[config.mk]
export PLATFORM = sky130hd
export DESIGN_NAME = fifo_rd_drain
export DESIGN_NICKNAME = d
export VERILOG_FILES = /design/src/rtl/fifo_rd_drain.sv
export SDC_FILE = /design/constraint.sdc
export NUM_CORES = 1
export LEC_CHECK = 0
export BUFFER_PORTS_ARGS = -buffer_cell sky130_fd_sc_hd__buf_2
export CORE_MARGIN = 2
export CORE_UTILIZATION = 45
export CTS_CLUSTER_SIZE = 16
export DETAILED_ROUTE_END_ITERATION = 8
export MAX_ROUTING_LAYER = met4
export PLACE_DENSITY = 0.71
export SLEW_MARGIN = 20
export SYNTH_ARGS = -nofsm -noshare
export SYNTH_HDL_FRONTEND = slang
export SYNTH_SLANG_ARGS = --single-unit
[constraint.sdc]
create_clock -name clk -period 2.3 [get_ports clk]
set_input_delay 0.23 -clock clk [delete_from_list [all_inputs] [get_ports clk]]
set_output_delay 0.23 -clock clk [all_outputs]
set_load 0.05 [all_outputs]
[src/rtl/fifo_rd_drain.sv]
// Drains an upstream FIFO with registered read data into a valid/ready output
// stream through a 2-entry in-order skid buffer, counting delivered words.
`timescale 1ns/1ps

module fifo_rd_drain #(
    parameter int DATA_WIDTH = 8,
    parameter int CNT_WIDTH  = 16
) (
    input  logic                  clk,
    input  logic                  rst,
    input  logic                  enable,
    input  logic                  fifo_empty,
    input  logic [DATA_WIDTH-1:0] fifo_data,
    output logic                  fifo_rd,
    output logic                  m_valid,
    output logic [DATA_WIDTH-1:0] m_data,
    input  logic                  m_ready,
    output logic [CNT_WIDTH-1:0]  xfer_count,
    output logic                  ovf_err
);

    // Output handshake: a word transfers on any rising edge where m_valid and
    // m_ready are both high; once m_valid rises, m_valid and m_data stay
    // stable until that transfer happens.

    logic [DATA_WIDTH-1:0] buf_mem [2];
    logic                  head;
    logic                  tail;
    logic [1:0]            occ;
    logic                  rd_pending;

    logic                  pop;
    logic [2:0]            credit;
    logic                  cap_ok;
    logic                  cap_drop;
    logic [1:0]            occ_next;

    assign pop = m_valid & m_ready;

    // Slots already claimed: buffered words plus the read in flight, minus the
    // word leaving this cycle. Three bits so the sum never wraps.
    assign credit = {1'b0, occ} + {2'b00, rd_pending} - {2'b00, pop};

    assign fifo_rd = !rst && enable && !fifo_empty && (credit < 3'd2);

    assign m_valid = (occ != 2'd0);
    assign m_data  = buf_mem[head];

    // A capture into a full buffer is only legal when the head leaves in the
    // same cycle; otherwise the word is dropped and flagged.
    always_comb begin
        cap_ok   = 1'b0;
        cap_drop = 1'b0;
        if (rd_pending) begin
            if ((occ == 2'd2) && !pop) begin
                cap_drop = 1'b1;
            end else begin
                cap_ok = 1'b1;
            end
        end
    end

    always_comb begin
        occ_next = occ;
        if (cap_ok && !pop) begin
            occ_next = occ + 2'd1;
        end else if (!cap_ok && pop) begin
            occ_next = occ - 2'd1;
        end
    end

    always_ff @(posedge clk) begin
        if (rst) begin
            buf_mem[0] <= '0;
            buf_mem[1] <= '0;
            head       <= 1'b0;
            tail       <= 1'b0;
            occ        <= 2'd0;
            rd_pending <= 1'b0;
            xfer_count <= '0;
            ovf_err    <= 1'b0;
        end else begin
            rd_pending <= fifo_rd;
            occ        <= occ_next;
            if (cap_ok) begin
                buf_mem[tail] <= fifo_data;
                tail          <= ~tail;
            end
            if (pop) begin
                head       <= ~head;
                xfer_count <= xfer_count + CNT_WIDTH'(1);
            end
            if (cap_drop) begin
                ovf_err <= 1'b1;
            end
        end
    end

endmodule

Yosys cells after proc, flatten, opt, wreduce, memory -nomap -nowiden
Memory sizes are Yosys's and may differ from the RTL's. A register that Yosys moved wholly into a read port is not among the register bits.
Index checks and enable logic that the tools add are counted.
- output and inout bits: 27
- RAM bits: 16
- input bits: 13
- latch bits: 0
- bits in read-only memories: 0
- memories: 1
- register bits after elaboration: 22
- logic and storage cells: 46
- memory list (memory ; words ; width ; rd ports ; clocked after memory_dff ; write ports ; RTL line ; text):
    buf_mem ; 2 ; 8 ; 1 ; 1 ; 2 ; 26 ; logic [DATA_WIDTH-1:0] buf_mem [2];
- order comparisons: 1
- add/sub/neg operators: 5
- shift operators: 0
- equal/unequal tests: 1
- bitwise gates (word level): 3
- multipliers: 0
- muxes and demuxes: 16
- reductions and logical operators: 13
- div/mod/pow operators: 0
- operator list (cell ; count):
    16-bit by 1-bit adder with 16-bit output, second input constant ; 1
    1-bit two-way mux ; 13
    8-bit two-way mux ; 1
    8-bit OR reduction ; 1
    1-bit logical AND ; 6
    1-bit zero test ; 4
    2-bit two-way mux ; 2
    2-bit nonzero test ; 2
    2-bit by 1-bit adder with 3-bit output ; 1
    3-bit by 2-bit < comparator with 1-bit output, second input constant ; 1
    3-bit by 1-bit subtractor with 3-bit output ; 1
    2-bit by 1-bit adder with 2-bit output, second input constant ; 1
    2-bit equality test, second input constant ; 1
    1-bit NOT ; 2
    2-bit by 1-bit subtractor with 2-bit output, second input constant ; 1
    1-bit bitwise AND ; 1

Longest topological paths before layout
Gate-level depths: netlist of run 1.
- depth in word-level cells: 11
- depth in mapped cells: 8

Worst setup path after synthesis of run 1
Ideal clock, no wire load.
- path kind: reg2out
- from: register occ[1]
- to: output fifo_rd
- data arrival time: 2.497 ns
- path buffers: 1
- stages on the path, launching flop included: 9
- data required time: 2.070 ns
- setup slack: -0.427 ns
- cell sequence: dfxtp_1 -> buf_4 -> o21ai_4 -> inv_2 -> ha_1 -> nand2b_1 -> fa_1 -> nand4bb_1 -> nor2_1
- word-level cells in the longest chain between the ends: 5
- elaborated cells on any way between the ends: 6
- those cells by class: add/sub (2); order compare (1); bitwise (1); reduce/logical (2)
- RTL lines (item ; RTL line ; text):
    from (decl) ; 29 ; logic [1:0] occ;
    from (signal assigned) ; 84 ; occ <= occ_next;
    2-bit nonzero test ; 46 ; assign m_valid = (occ != 2'd0);
    1-bit bitwise AND ; 38 ; assign pop = m_valid & m_ready;
    named net pop ; 32 ; logic pop;
    3-bit by 1-bit subtractor with 3-bit output ; 42 ; assign credit = {1'b0, occ} + {2'b00, rd_pending} - {2'b00, pop};
    3-bit by 2-bit < comparator with 1-bit output ; 44 ; assign fifo_rd = !rst && enable && !fifo_empty && (credit < 3'd2);
    1-bit logical AND ; 44 ;
    to (decl) ; 14 ; output logic fifo_rd,
The timed path passes the listed nets, and every way through them passes these cells.

Worst setup path after layout of run 1
- from: register occ[0]
- to: output fifo_rd
Same word-level chain as after synthesis.

==> results of run 1 <==
area by class of cell:
type                            instances  area [sq um]  share of cell area
Timing Repair Buffer                   45           246               0.110
Tap cell                               50          62.6              0.0280
Clock buffer                            6          72.6              0.0325
Multi-Input combinational cell        113           878               0.393
Clock inverter                          2          7.51             0.00336
Inverter                                6          25.0              0.0112
Sequential cell                        39           943               0.422
worst register-to-register path: cells and delay by family, from the launching register on:
family	cells	cell delay [ns]
buffers and inverters	2	0.22
DFF	1	0.35
and+or+nand+nor	3	0.86
AOI/OAI and AO/OA	1	0.15
adders and majority gates	1	0.30
synth_stat cells, types with 2 or more instances:
cell / count
xnor2_1: 11
ha_1: 3
inv_1: 5
mux2_2: 8
clkbuf_1: 4
nand2_1: 6
nor3_1: 6
nor4_2: 4
nand3_1: 4
a21oi_1: 4
nand4_1: 2
edfxtp_1: 16
and2_1: 16
xor2_1: 7
buf_4: 2
dfxtp_1: 23
nor2_1: 21
metrics by stage:
stage                     cells   util  hold slack [ns]
after floorplan             164      -            0.428
after global placement      250  0.535            0.470
after detailed placement    250  0.535            0.468
after CTS                   260  0.561            0.215
after global routing        261  0.563            0.218
final                       261  0.563            0.219
layer usage:
layer | global-route usage | share of wire
met1 | 0.171 | 0.42
met2 | 0.280 | 0.50
met3 | 0.0641 | 0.064
met4 | 0.0675 | 0.015
met5 | - | 0
worst max path at each step:
stage	startpoint	endpoint	slack (ns)	cells past startpoint
finish	occ[0]	fifo_rd	-0.07	8
global route	occ[0]	fifo_rd	-0.13	8
CTS	occ[1]	fifo_rd	-0.11	8
detailed placement	m_ready	fifo_rd	0.11	9
global placement	m_ready	fifo_rd	0.17	9
floorplan	occ[0]	fifo_rd	0.02	8
what timing repair did:
item	CTS	global route
pin swaps	3	3
gates resized for setup	3	1
setup buffers	2	1
hold endpoints to repair	0	0
setup endpoints to repair	1	1
registers in the layout, summed over array words and instances (netlist names), named ones only:
| name | flops |
|---|---|
| tail | 1 |
| xfer_count | 16 |
| ovf_err | 1 |
| head | 1 |
| buf_mem | 16 |
| rd_pending | 1 |
| occ | 2 |
cell families after synthesis:
kind of cell | share of synthesized area
AO/OA/AOI/OAI | 0.0455
XOR/XNOR | 0.0855
buffers and inverters | 0.0285
flip-flops | 0.510
multiplexers | 0.0570
adder cells (fa/ha/maj) | 0.0312
AND/OR/NAND/NOR | 0.242
power by group through the flow:
stage | combinational, uW | sequential, uW | clock (uW)
final | 795 | 863 | 434
after global routing | 864 | 876 | 471
after CTS | 799 | 864 | 448
after detailed placement | 771 | 878 | 0
after global placement | 752 | 875 | 0
after floorplan | 627 | 877 | 0
==> impl_results.md, run 1 <==
* Status: complete, but fails checks
* Failing checks: setup timing
* Slew HR at 0.465
* TritonCTS buffer count at 5
* Ys Warns at 0
* Final Hold Viols at 0
* Reg-to-reg slack, setup at 0.35 ns
* Synth Cell Area at 1840 sq um
* Setup Viol. Count Final at 1
* Count of cell types in the netlist at 39
* Part of the power in combinational logic at 0.380
* Critical Path RT at 2.07 ns
* Worst slew pin tran at 0.802 ns
* Iter 0 DRT Violations at 78
* Crit path kind: reg -> out
* Die height at 68.0 microns
* Setup ws final at -0.0661 ns
* Worst path cell trace: o21ai_4, inv_4, ha_4, nand2b_4, fa_1, nand4bb_1, nor2_4, buf_6
* Buffers and inverters on the worst path at 2
* Reg2reg path depth at 7
* Fin crit period at 2.37 ns
* Capture point of the worst reg-to-reg path: occ[1]
* CTS hold repair buffers at 0
* Drc violations at 0
* Main synth FF type: dfxtp_1
* Setup_tns at -0.0661 ns
* Tot GR Track Use at 0.165
* Synth top area share at 0.261
* Nets at 227
* Psw at 789 uW
* PwrDens at 936 nW/um^2
* # clock sinks at 39
* GPL Wtd Cong at 0.765
* Max clock buf depth at 2
* Pre-CTS setup slack at 0.110 ns
* Cell taking the most area after synthesis: edfxtp_1
* Max_cap viols at 0
* IO Count at 40
* Hold EP: buf_mem[0][1]
* Clock Power Share at 0.207
* CTS H-tree depth at 2
* Port-buffer cells at 39
* Clock transition at path regs at 0.07 ns
* Crit-path slowest cell: fa_1
* Number of fill cells in the layout at 359
* Critical path's top delay family: adder cells
* Vias per cell at 4.98
* Dpl hpwl at 2410 microns
* CTS tree: yes
* FFs w/ async S/R, synth at 0
* Vias in the first global route at 1185
* EDFF count, synth at 16
* Hold Path Class: in -> reg
* Fmax at 423 MHz
* Worst reg2reg startpoint: occ[1]
* Starting density of the core at 0.464
* Largest stage delay, worst path at 0.49 ns
* Initial antenna violation count at 0
* Sequential share of power at 0.413
* Worst-Skew Late Latency at 0.29 ns
* Max Transition Viols Final at 0
* Leak at 0.000934 uW
* Total gr overflow at 0
* Int Pwr at 1300 uW
* CP Data Arrival Time at 2.14 ns
* Die footprint at 4630 sq um
* Seq cells post-synth at 39
* Global-route wire length before repair at 5310 microns
* Synth area leaders: edfxtp_1 (26%), dfxtp_1 (25%), and2_1 (5.4%)
* Root Buffer: clkbuf_8
* CP max FO at 2
* Std-Cell Rows at 23
* Leading cell types in the layout, fill and taps excluded: buf_2 (38), dfxtp_1 (21), nor2_1 (20)
* Setup crit start kind: flip-flop
* WL per Instance at 12.9 microns
* Final clock skew at 0.00318 ns
* Leading cell type in the layout, fill and taps excluded: buf_2
* Largest net degree at the start of global routing at 29
* Post-Route WL at 3350 microns
* # diodes at 0
* Synth Instances at 164
* Peak supply drop at 541 uV
* Synthesized Nets at 181
* Switch share at 0.377
* CORE AREA at 3970 sq um
* TritonRoute pass-1 iters at 3
* RSZ-0062 raised after global routing: yes
* Syn-to-layout area delta at 21.2%
* Layout cells sized above 1 at 0.370
* DIE WIDTH at 68.0 microns
* Vias at 1299
* Fraction of the yosys area taken by sequential cells at 0.510
* Routed Antenna Nets at 0
* Post-route total power at 2090 uW
* Placed standard-cell area at 2120 sq um
* Hold path startpoint: fifo_data[1]
* Average size of a mapped cell at 11.2 sq um
* Type of destination of the critical path: output port
* Fin area at 2240 sq um
* Final period util at 1.03
* Hold Path Stages at 2
(Power assumes the default switching activity.)
==> run 2: changes to the inputs <==
--- a/config.mk
+++ b/config.mk
@@ -5,13 +5,16 @@
 export SDC_FILE = /design/constraint.sdc
 export NUM_CORES = 1
 export LEC_CHECK = 0
+export ABC_AREA = 1
 export BUFFER_PORTS_ARGS = -buffer_cell sky130_fd_sc_hd__buf_2
+export CELL_PAD_IN_SITES_DETAIL_PLACEMENT = 1
+export CELL_PAD_IN_SITES_GLOBAL_PLACEMENT = 1
 export CORE_MARGIN = 2
-export CORE_UTILIZATION = 45
+export CORE_UTILIZATION = 36
 export CTS_CLUSTER_SIZE = 16
 export DETAILED_ROUTE_END_ITERATION = 8
 export MAX_ROUTING_LAYER = met4
-export PLACE_DENSITY = 0.71
+export PLACE_DENSITY_LB_ADDON = 0.1
 export SLEW_MARGIN = 20
 export SYNTH_ARGS = -nofsm -noshare
 export SYNTH_HDL_FRONTEND = slang
==> impl_results.md, run 2 <==
* Sequential share of power at 0.383 (-0.030)
* XOR/XNOR share of the synthesized area at 0.00477 (-0.0807)
* # clock sinks at 39 (unchanged)
* Leading cell types in the layout, fill and taps excluded: nor2_1 (44), buf_2 (38), nand2_1 (30)
* Die height at 75.5 microns (+11%)
* Adder-cell share of the synthesized area at 0.0313 (+0.000106)
* Nets at 285 (+26%)
* FFs w/ async S/R, synth at 0 (unchanged)
* Failing checks: setup timing
* Biggest registers after layout: buf_mem (16), xfer_count (16), occ (2)
* Largest net degree at the start of global routing at 18 (-38%)
* Setup crit start kind: flip-flop
* Critical Path RT at 2.07 ns (about the same)
* Iter 0 DRT Violations at 52 (-33%)
* RSZ-0062 raised after global routing: yes
* DIE WIDTH at 75.5 microns (+11%)
* Compound-Gate Fraction of Synth Area at 0.0742 (+0.0287)
* Layout cells sized above 1 at 0.294 (-0.0760)
* Leak at 0.00110 uW (+18%)
* Final clock skew at 0.00644 ns (+0.00326 ns)
* Final Hold Viols at 0 (unchanged)
* Vias in the first global route at 1574 (+33%)
* Main combinational cell family by area after synthesis: simple AND/OR/NAND/NOR gates
* Pre-CTS setup slack at -0.0709 ns (-0.181 ns)
* GPL Wtd Cong at 0.760 (-0.63%)
* Switch share at 0.372 (-0.00467)
* Hold Path Class: in -> reg
* Max_cap viols at 0 (unchanged)
* TritonRoute pass-1 iters at 4 (+1)
* CTS hold repair buffers at 0 (unchanged)
* Psw at 828 uW (+5.0%)
* Std-Cell Rows at 26 (+13%)
* Max Transition Viols Final at 0 (unchanged)
* Average size of a mapped cell at 8.55 sq um (-24%)
* Simple-gate area share of the yosys netlist at 0.265 (+0.0233)
* Post-synthesis mux area share at 0.0490 (-0.00797)
* Critical path depth at 8 (unchanged)
* Reg2reg path depth at 8 (+1)
* Critical path origin: occ[0]
* IO Count at 40 (unchanged)
* Initial antenna violation count at 0 (unchanged)
* Synth top area share at 0.261 (+0.000887)
* Count of cell types in the netlist at 23 (-41%)
* Vias per cell at 4.71 (-5.4%)
* Synth area leaders: edfxtp_1 (26%), dfxtp_1 (25%), nor2_1 (9.0%)
* Final period util at 1.10 (+0.0756)
* CTS tree: yes
* Root Buffer: clkbuf_8
* Global-route wire length before repair at 6940 microns (+31%)
* Synth Instances at 215 (+31%)
* Port-buffer cells at 39 (unchanged)
* Crit-path slowest cell: fa_1
* Worst-Skew Late Latency at 0.29 ns (about the same)
* Worst slew pin tran at 0.369 ns (-0.433 ns)
* Worst path cell trace: nor2_4, nor2_8, ha_4, or2_4, fa_1, nand2_2, nor4_4, buf_6
* Largest stage delay, worst path at 0.50 ns (about the same)
* Worst reg2reg startpoint: occ[0]
* Buffers and inverters on the worst path at 1 (-1)
* Clock transition at path regs at 0.08 ns (about the same)
* Clock Power Share at 0.259 (+0.052)
* Max clock buf depth at 2 (unchanged)
* PwrDens at 948 nW/um^2 (+1.3%)
* Most frequent cell after synthesis: nor2_1
* Fin util at 0.468 (-0.0947)
* Dpl hpwl at 3140 microns (+30%)
* Cell taking the most area after synthesis: edfxtp_1
* Post-Route WL at 4170 microns (+24%)
* Crit path kind: reg -> out
* Syn-to-layout area delta at 27.6%
* Capture point of the worst reg-to-reg path: rd_pending
* Most frequent cells after synthesis: nor2_1 (44), nand2_1 (31), inv_1 (28), dfxtp_1 (23)
* Reg-to-reg slack, setup at 0.18 ns (-0.17 ns)
* Fin crit period at 2.54 ns (+0.174 ns)
* Setup ws final at -0.240 ns (-0.174 ns)
* Fraction of the yosys area taken by sequential cells at 0.512 (+0.00174)
* Main synth FF type: dfxtp_1
* CP max FO at 2 (unchanged)
* # diodes at 0 (unchanged)
* Starting density of the core at 0.367 (-0.0975)
* Routed Antenna Nets at 0 (unchanged)
* Int Pwr at 1400 uW (+7.1%)
* Type of destination of the critical path: output port
* Synth Cell Area at 1840 sq um (-0.34%)
* Synthesized Nets at 232 (+28%)
* Total gr overflow at 0 (unchanged)
* Critical path's top delay family: simple AND/OR/NAND/NOR gates
* Leading cell type in the layout, fill and taps excluded: nor2_1
* Status: complete, but fails checks
* TritonCTS buffer count at 5 (unchanged)
* Slew HR at 0.753 (+0.289)
* CP Data Arrival Time at 2.31 ns (+0.17 ns)
* Fin Hold WS at 0.178 ns (-0.0407 ns)
* Vias at 1596 (+23%)
* Crit path to: fifo_rd
* CORE AREA at 5010 sq um (+26%)
* CTS H-tree depth at 2 (unchanged)
* Peak supply drop at 348 uV (-36%)
* EDFF count, synth at 16 (unchanged)
* Seq cells post-synth at 39 (unchanged)
* Ys Warns at 0 (unchanged)
* Setup Viol. Count Final at 1 (unchanged)
* Tot GR Track Use at 0.166 (+0.000902)
* Die footprint at 5690 sq um (+23%)
* Fmax at 394 MHz (-6.8%)
* Drc violations at 0 (unchanged)
* WL per Instance at 12.3 microns (-4.4%)
* Part of the power in combinational logic at 0.358 (-0.022)
[run 2: worst reg2reg max path, delay by kind of cell, from the launching register on]
| family | cells | cell delay [ns] |
|---|---|---|
| DFF | 1 | 0.34 |
| and+or+nand+nor | 5 | 0.83 |
| buffers and inverters | 1 | 0.13 |
| adders and majority gates | 2 | 0.72 |
[run 2: cells by family after synthesis]
logic type | count (synthesis)
AOI/OAI and AO/OA | 26
xor gates and xnor gates | 1
adders and majority gates | 4
buffers and inverters | 31
DFF | 39
muxes | 8
and+or+nand+nor | 106
[run 2: worst min path at each step]
stage | startpoint | to | slack (ns) | cells past startpoint
final | fifo_empty | rd_pending | 0.18 | 2
after floorplan | rst | ovf_err | 0.30 | 1
after detailed placement | head | head | 0.45 | 1
after global routing | fifo_empty | rd_pending | 0.16 | 2
after CTS | fifo_empty | rd_pending | 0.17 | 2
after global placement | head | head | 0.43 | 1
[run 2: timing repair]
item	CTS	global route
pin swaps	5	1
resized for setup	2	0
endpoints found under the hold margin	0	0
buffers inserted	1	0
setup endpoints to repair	1	1
[run 2: through the flow]
step | cells | instance area [sq um] | TNS, ns | total power, uW
after detailed placement | 330 | 2220 | -0.0709 | 1660
after global placement | 330 | 2220 | -0.0115 | 1630
after global routing | 339 | 2350 | -0.344 | 2350
final | 339 | 2350 | -0.240 | 2220
after CTS | 339 | 2350 | -0.265 | 2250
after floorplan | 215 | 1880 | -0.213 | 1440
[run 2: final cells by class]
class | count | area (sq um)
clock buffers | 5 | 68.8
flip-flops and latches | 39 | 946
repair buffers | 49 | 277
inverters | 28 | 105
clock inverters | 3 | 43.8
fillers | 651 | 2660
multi-input cells | 145 | 818
well taps | 70 | 87.6
[run 2: power by group through the flow]
stage / Combinational [uW] / Clock (uW) / Sequential [uW]
after global routing: 864 / 624 / 863
final: 796 / 575 / 852
after detailed placement: 785 / 0 / 871
after global placement: 766 / 0 / 866
after CTS: 802 / 593 / 855
after floorplan: 535 / 0 / 902
[run 2: per-layer routing]
metal	vias up	wire length, microns	global-route usage
li1	806	-	-
met2	33	2060	0.294
met5	-	0	-
met1	753	1910	0.190
met4	0	36	0.0409
met3	4	161	0.0384
==> run 3: changes to the inputs <==
--- a/config.mk
+++ b/config.mk
@@ -10,7 +10,7 @@
 export CELL_PAD_IN_SITES_DETAIL_PLACEMENT = 1
 export CELL_PAD_IN_SITES_GLOBAL_PLACEMENT = 1
 export CORE_MARGIN = 2
-export CORE_UTILIZATION = 36
+export CORE_UTILIZATION = 39
 export CTS_CLUSTER_SIZE = 16
 export DETAILED_ROUTE_END_ITERATION = 8
 export MAX_ROUTING_LAYER = met4
==> constraint.sdc (replaced) <==
create_clock -name clk -period 2.53 [get_ports clk]
set_input_delay 0.253 -clock clk [delete_from_list [all_inputs] [get_ports clk]]
set_output_delay 0.253 -clock clk [all_outputs]
set_load 0.05 [all_outputs]
==> impl_results.md, run 3 (synthesized netlist as in run 2, its figures left out) <==
* Status: complete, but fails checks
* Failing checks: setup timing
* CTS tree: yes
* FF+latch area at 946 sq um (unchanged)
* Largest net degree at the start of global routing at 21 (+3)
* Setup crit start kind: flip-flop
* Die height at 72.7 microns (-3.7%)
* TritonCTS buffer count at 5 (unchanged)
* Final Hold Viols at 0 (unchanged)
* Vias in the first global route at 1530 (-2.8%)
* Fin area at 2260 sq um (-3.7%)
* CP max FO at 3 (+1)
* Critical Path RT at 2.28 ns (+0.21 ns)
* TritonRoute pass-1 iters at 5 (+1)
* Drc violations at 0 (unchanged)
* Leading cell type in the layout, fill and taps excluded: nor2_1
* Iter 0 DRT Violations at 72 (+38%)
* Reg-to-reg slack, setup at 0.63 ns (+0.45 ns)
* CTS H-tree depth at 2 (unchanged)
* Root Buffer: clkbuf_8
* Multi-input logic area at 818 sq um (unchanged)
* DIE WIDTH at 72.7 microns (-3.7%)
* Fin util at 0.508 (+0.0399)
* WL per Instance at 13.0 microns (+5.8%)
* Syn-to-layout area delta at 22.9%
* Max_cap viols at 0 (unchanged)
* Reg2reg path depth at 7 (-1)
* Biggest registers after layout: buf_mem (16), xfer_count (16), occ (2)
* Max clock buf depth at 2 (unchanged)
* Hold Path Class: in -> reg
* Starting density of the core at 0.414 (+0.0467)
* Std-Cell Rows at 24 (-7.7%)
* Max Transition Viols Final at 0 (unchanged)
* Fmax at 394 MHz
* Leak at 0.00106 uW (-3.6%)
* Crit path kind: reg -> out
* Vias at 1560 (-2.3%)
* Placed insts at 305 (-7.6%)
* # clock sinks at 39 (unchanged)
* Setup ws final at -0.00750 ns (+0.232 ns)
* Clock transition at path regs at 0.08 ns (about the same)
* Routed Antenna Nets at 0 (unchanged)
* Type of destination of the critical path: output port
* RSZ-0062 raised after global routing: yes
* Final clock skew at 0.00422 ns (-0.00222 ns)
* Capture point of the worst reg-to-reg path: rd_pending
* Leading cell types in the layout, fill and taps excluded: nor2_1 (44), buf_2 (38), nand2_1 (30)
* Vias per cell at 4.94 (+4.9%)
* Port-buffer cells at 39 (unchanged)
* Layout cells sized above 1 at 0.277 (-0.0172)
* Fin crit period at 2.54 ns
* Setup Viol. Count Final at 1 (unchanged)
* Crit path to: fifo_rd
* GPL Wtd Cong at 0.742 (-2.4%)
* Final period util at 1.00
* Worst slew pin tran at 0.476 ns (+0.107 ns)
* CTS hold repair buffers at 0 (unchanged)
* Slew HR at 0.683 (-0.0709)
* Pre-CTS setup slack at 0.135 ns (+0.206 ns)
* Nets at 280 (-1.8%)
* IO Count at 40 (unchanged)
* Total gr overflow at 0 (unchanged)
* Post-Route WL at 4110 microns (-1.4%)
* Global-route wire length before repair at 6840 microns (-1.4%)
* CORE AREA at 4440 sq um (-11%)
* Die footprint at 5280 sq um (-7.3%)
* Dpl hpwl at 3030 microns (-3.6%)
* Worst reg2reg startpoint: occ[0]
* # diodes at 0 (unchanged)
* Peak supply drop at 304 uV (-13%)
* PwrDens at 831 nW/um^2 (-12%)
* Number of fill cells in the layout at 544 (-16%)
* Tot GR Track Use at 0.172 (+0.00616)
* Placed standard-cell area at 2140 sq um (-3.4%)
* Worst-Skew Late Latency at 0.29 ns (about the same)
* Initial antenna violation count at 0 (unchanged)
* Fin cells at 316 (-6.8%)
* Critical path origin: occ[0]
* CP Data Arrival Time at 2.28 ns (-0.03 ns)
-- run 3: cell types whose count changed in the layout (fill, tap and decap cells not counted) --
| cell | previous run | this run |
|---|---|---|
| bufinv_16 | 1 | 0 |
| buf_4 | 10 | 5 |
| clkbuf_1 | 0 | 1 |
| clkinvlp_4 | 0 | 1 |
| clkinv_4 | 1 | 0 |
-- run 3: power breakdown --
part           switching (uW)  internal, uW
registers                56.6           724
logic                     459           226
clock network             220           193
-- run 3: worst min path at each step --
stage	from	endpoint	slack, ns	cells past startpoint
finish	fifo_empty	rd_pending	0.18	2
global route	fifo_empty	rd_pending	0.18	2
CTS	fifo_empty	rd_pending	0.18	2
detailed placement	head	head	0.45	1
global placement	head	head	0.44	1
floorplan	rst	ovf_err	0.33	1
-- run 3: final cells by class --
cell class                      instances  share of cell area
Sequential cell                        39               0.419
Inverter                               28              0.0465
Tap cell                               52              0.0288
Clock buffer                            6              0.0321
Clock inverter                          2             0.00554
Multi-Input combinational cell        145               0.362
Timing Repair Buffer                   44               0.106
-- run 3: worst max-delay path: stages (launching register included) --
cell and delay, ns:
dfxtp_2 0.35, nor2_4 0.17, nor2_8 0.05, ha_4 0.20
or2_4 0.22, fa_1 0.49, nand2_2 0.07, nor4_4 0.26
buf_6 0.19
-- run 3: repair_timing --
action / in CTS / in global routing
pin swaps: 5 / 1
resized for setup: 2 / 0
setup endpoints to repair: 1 / 1
setup buffers: 3 / 0
-- run 3: routing by layer --
metal / wire [microns] / vias up / part of all wire / global-route usage
li1: - / 797 / - / -
met1: 1890 / 727 / 0.46 / 0.198
met2: 2020 / 31 / 0.49 / 0.302
met3: 168 / 5 / 0.041 / 0.0497
met4: 29 / 0 / 0.0071 / 0.0309
met5: 0 / - / 0 / -
-- run 3: stage by stage --
step / power [uW] / hold slack [ns] / setup TNS [ns]
2_1_floorplan: 1310 / 0.325 / -0.00574
3_3_place_gp: 1430 / 0.437 / 0
3_5_place_dp: 1450 / 0.448 / 0
4_1_cts: 1900 / 0.181 / -0.0258
5_1_grt: 2000 / 0.184 / -0.0979
6_report: 1880 / 0.180 / -0.00750
